### src/rtl/calc_arbiter.sv
// calc_arbiter: shares one combinational 8-bit calculator between two requesters.
// Each transaction accepts a command word, drives it to the calculator, waits
// SETTLE_CYCLES edges, captures the result and holds it until the winner takes it.
module calc_arbiter #(
    // Edges from calc_in update to calc_out capture; legal range 1..15
    parameter int unsigned SETTLE_CYCLES = 1
) (
    input  logic       clk,
    input  logic       rst_n,
    input  logic       req0_valid,
    output logic       req0_ready,
    input  logic [7:0] req0_word,
    output logic       rsp0_valid,
    input  logic       rsp0_ready,
    input  logic       req1_valid,
    output logic       req1_ready,
    input  logic [7:0] req1_word,
    output logic       rsp1_valid,
    input  logic       rsp1_ready,
    output logic [7:0] rsp_data,
    output logic [7:0] calc_in,
    input  logic [7:0] calc_out,
    output logic       busy,
    output logic       grant_id,
    output logic [7:0] op_count
);

    localparam int unsigned CNT_W  = 4;
    localparam int unsigned DATA_W = 8;

    typedef enum logic [1:0] {
        IDLE   = 2'd0,
        SETTLE = 2'd1,
        RESP   = 2'd2
    } state_e;

    state_e              state_q, state_d;
    logic [CNT_W-1:0]    cnt_q, cnt_d;
    logic [DATA_W-1:0]   calc_in_q, calc_in_d;
    logic [DATA_W-1:0]   rsp_data_q, rsp_data_d;
    logic [DATA_W-1:0]   op_count_q, op_count_d;
    logic                grant_q, grant_d;
    logic                last_grant_q, last_grant_d;
    logic                sel_c;
    logic                rsp_taken_c;

    // Pick a requester: a lone valid wins, a tie goes to whoever was not served last
    always_comb begin
        sel_c = ~last_grant_q;
        if (req0_valid && !req1_valid) begin
            sel_c = 1'b0;
        end else if (!req0_valid && req1_valid) begin
            sel_c = 1'b1;
        end
    end

    assign req0_ready  = (state_q == IDLE) && req0_valid && !sel_c;
    assign req1_ready  = (state_q == IDLE) && req1_valid &&  sel_c;
    assign rsp_taken_c = grant_q ? rsp1_ready : rsp0_ready;

    // State register and datapath registers
    always_ff @(posedge clk or negedge rst_n) begin
        if (!rst_n) begin
            state_q      <= IDLE;
            cnt_q        <= '0;
            calc_in_q    <= '0;
            rsp_data_q   <= '0;
            op_count_q   <= '0;
            grant_q      <= 1'b0;
            last_grant_q <= 1'b1;
        end else begin
            state_q      <= state_d;
            cnt_q        <= cnt_d;
            calc_in_q    <= calc_in_d;
            rsp_data_q   <= rsp_data_d;
            op_count_q   <= op_count_d;
            grant_q      <= grant_d;
            last_grant_q <= last_grant_d;
        end
    end

    // Next-state and register updates for accept / settle / response phases
    always_comb begin
        state_d      = state_q;
        cnt_d        = cnt_q;
        calc_in_d    = calc_in_q;
        rsp_data_d   = rsp_data_q;
        op_count_d   = op_count_q;
        grant_d      = grant_q;
        last_grant_d = last_grant_q;
        case (state_q)
            IDLE: begin
                if (req0_ready || req1_ready) begin
                    calc_in_d = sel_c ? req1_word : req0_word;
                    grant_d   = sel_c;
                    cnt_d     = CNT_W'(SETTLE_CYCLES - 1);
                    state_d   = SETTLE;
                end
            end
            SETTLE: begin
                if (cnt_q != '0) begin
                    cnt_d = cnt_q - CNT_W'(1);
                end else begin
                    rsp_data_d = calc_out;
                    state_d    = RESP;
                end
            end
            RESP: begin
                if (rsp_taken_c) begin
                    last_grant_d = grant_q;
                    op_count_d   = op_count_q + DATA_W'(1);
                    state_d      = IDLE;
                end
            end
            default: begin
                state_d = IDLE;
            end
        endcase
    end

    assign rsp0_valid = (state_q == RESP) && !grant_q;
    assign rsp1_valid = (state_q == RESP) &&  grant_q;
    assign busy       = (state_q != IDLE);
    assign rsp_data   = rsp_data_q;
    assign calc_in    = calc_in_q;
    assign grant_id   = grant_q;
    assign op_count   = op_count_q;

endmodule

### config.mk
export PLATFORM = sky130hd
export DESIGN_NAME = calc_arbiter
export DESIGN_NICKNAME = d
export VERILOG_FILES = /design/src/rtl/calc_arbiter.sv
export SDC_FILE = /design/constraint.sdc
export NUM_CORES = 1
export LEC_CHECK = 0
export CORE_UTILIZATION = 45
export CTS_CLUSTER_SIZE = 30
export DETAILED_ROUTE_END_ITERATION = 6
export PLACE_DENSITY = 0.8
export SLEW_MARGIN = 0
export SYNTH_ARGS = -nofsm -noshare
export SYNTH_HDL_FRONTEND = slang
export SYNTH_SLANG_ARGS = --single-unit
### constraint.sdc
create_clock -name clk -period 3.2 [get_ports clk]
set_clock_uncertainty 0.1 [all_clocks]
set_input_delay 0.32 -clock clk [delete_from_list [all_inputs] [get_ports clk]]
set_output_delay 0.32 -clock clk [all_outputs]
set_load 0.01 [all_outputs]
==> metrics.md <==
| Metric | Value |
|---|---|
| Mapped Cells | `141` |
| Drt wl/cell | `14.8 um` |
| Final #Nets | `237` |
| Die ar. | `3660 um2` |
| Antenna viol nets, final | `0` |
| Status | `complete, no violations` |
| Pin count of the biggest net entering global routing | `33` |
| Hold WC Path Type | `in2async` |
| CP arrival | `2360 ps` |
| CTS tree | `done` |
| Simple-Gate Fraction of Synth Area | `0.169` |
| Sequential fraction of the synthesis area | `0.521` |
| N_diodes | `0` |
| I/O Buffers | `59` |
| Syn. warnings | `0` |
| Final HPWL DP | `2720 um` |
| Drt total wl | `3670 um` |
| Syn Area/Cell | `10.9 um2` |
| Max Clk Rate | `0.360 GHz` |
| Core region area | `3150 um2` |
| Asr flop ratio synth | `1.00` |
| EDFF count, synth | `0` |
| Antenna violations before repair | `0` |
| Io pins | `60` |
| Placer Congestion | `0.814` |
| Fin crit period | `2780 ps` |
| Slew HR | `0.524` |
| Slew Viols, Final | `0` |
| Setup_tns | `0 ps` |
| Met3 usage | `0.0597` |
| Die width | `60.5 um` |
| Slowest-stage cell, CP | `nor2_1` |
| Crit Path Max Fanout | `11` |
| Drt pass-1 iters | `4` |
| Post-synthesis compound-gate area fraction | `0.133` |
| Setup ws final | `424 ps` |
| First DRT Iteration DRCs | `50` |
| Final setup vio count | `0` |
| Commonest cells after routing, fill and taps aside | `59 x clkdlybuf4s50_1, 31 x dfrtp_1, 13 x o21ai_0` |
| Hold Buf Count CTS | `0` |
| Crit path largest cell delay | `580 ps` |
| Pwr/cell area | `842 nW/um2` |
| Worst flop-to-flop path startpoint | `state_q[1]` |
| WP data required | `2780 ps` |
| Synthesized area | `1540 um2` |
| Clock Root Buffer | `clkbuf_4` |
| Most used routing layer | `met2` |
| Clk slew on worst S/H paths | `90 ps` |
| Met1 GRT Util | `0.270` |
| Total number of vias | `1351` |
| Ratio of final minimum period to clock period | `0.868` |
| CTS resizes | `0` |
| Final Hold Vio Count | `0` |
| Library cells used by synthesis | `33` |
| Synth Area in XOR/XNOR | `0.0398` |
| Mux contribution to synthesized area | `0.0927` |
| Initial Util | `0.488` |
| Area growth from synthesis to layout | `45.7%` |
| GR Overflow Total | `0` |
| Met2 usage | `0.355` |
| Global-route wire length before repair | `5680 um` |
| VDD IR max | `0.545 mV` |
| CP Capture Type | `output port` |
| CTS max path bufs | `2` |
| Gr usage total | `0.212` |
| Lkg Pwr | `0.918 nW` |
| Worst slew pin tran | `708 ps` |
| Clock sinks | `32` |
| Crit-path cells | `nor2_1 > inv_1 > nor2_1 > clkdlybuf4s50_1` |
| Vias in the first global route | `1248` |
| # Post-CTS Setup Buffers | `0` |
| H-Tree Level Count | `2` |
| WHS | `285 ps` |
| CP most frequent cell | `nor2_1` |
| RSZ-0062 raised after global routing | `no` |
| Mapped Nets | `174` |
| Remaining DRCs | `0` |
| Commonest non-fill, non-tap cell in the layout | `clkdlybuf4s50_1` |
| Max-Cap Viols | `0` |
| Type of origin of the critical path | `flop` |
| Inserted Clock Buffers | `5` |
| Synth Area in Adders | `0.0244` |
| Crit Path Class | `reg2out` |
| Worst slack, placed | `842 ps` |
| Vias/cell | `5.45` |
| Core Rows | `20` |
| Clock Latency Late Sink | `330 ps` |
| Chip height | `60.5 um` |
| Register bit total from synthesis | `32` |
| Share of cells above drive strength 1 | `0.127` |
| # fillers | `248` |
| Predominant post-synthesis flop cell | `dfrtp_1` |
| Overall power | `1.89 mW` |
| Crit path from | `state_q[1]` |
| Largest family of logic cells by synthesized area | `simple AND/OR/NAND/NOR gates` |
[layout make-up]
class	instances	area (um2)	share of cell area
repair buffers	60	598	0.267
flip-flops and latches	32	802	0.358
clock buffers	7	65.1	0.0290
inverters	4	15.0	0.00670
multi-input cells	101	707	0.315
well taps	44	55.1	0.0246
[cells in the mapped netlist, drive strengths merged, types with 2 or more instances]
cell | n | area, um2
xor2 | 6 | 52.6
o21ai | 13 | 65.1
inv | 4 | 15.0
nor3 | 4 | 20.0
nand2 | 2 | 10.0
nand3 | 7 | 35.0
a21oi | 11 | 55.1
nor3b | 2 | 15.0
mux2i | 3 | 30.0
ha | 3 | 37.5
nor2 | 8 | 30.0
clkbuf | 4 | 15.0
mux2 | 10 | 113
nand3b | 9 | 67.6
dfrtp | 31 | 776
a31oi | 8 | 50.1
[kinds of logic after synthesis]
kind of cell | Yosys count
xor+xnor | 7
fa+ha+maj | 3
compound gates | 36
flops | 32
buf+inv | 8
simple gates | 42
mux | 13
[final timing paths]
path	slack, ps	depth (start not counted)	to
worst max-delay path	420	4	req1_ready
worst min-delay path	290	2	calc_in[3]
worst max register to register	1070	4	calc_in[5]
worst min register to register	370	1	op_count[7]
max in group asynchronous	2390	2	last_grant_q
min in group clk	370	1	op_count[7]
[registers in the layout, indices dropped and copies added (netlist names)]
signal / flops
last_grant_q: 1
op_count: 8
cnt_q: 4
rsp_data: 8
calc_in: 8
state_q: 2
grant_id: 1
[critical path: cells and delay by family, from the launching register on]
kind	cells	cell delay [ps]
buffers and inverters	2	780
AND/OR/NAND/NOR	2	800
flip-flops	1	450
[per-layer routing]
layer | up-vias | part of all wire
met5 | - | 0
met4 | 0 | 0.012
met3 | 7 | 0.075
met2 | 69 | 0.48
met1 | 635 | 0.43
li1 | 640 | -
[per-stage QoR]
step / area, um2 / util / instances
6_report: 2240 / 0.711 / 248
5_1_grt: 2240 / 0.711 / 248
4_1_cts: 2240 / 0.711 / 248
2_1_floorplan: 1540 / - / 141
3_3_place_gp: 2180 / 0.690 / 241
3_5_place_dp: 2180 / 0.690 / 241
[where the power goes]
part	total [mW]	leakage (nW)	switching, mW	internal (mW)
clock network	0.251	0.0374	0.127	0.124
registers	0.731	0.379	0.150	0.581
logic	0.905	0.502	0.392	0.513
total	1.89	0.918	0.669	1.22
Note: power is estimated with default switching activity, not from simulation.
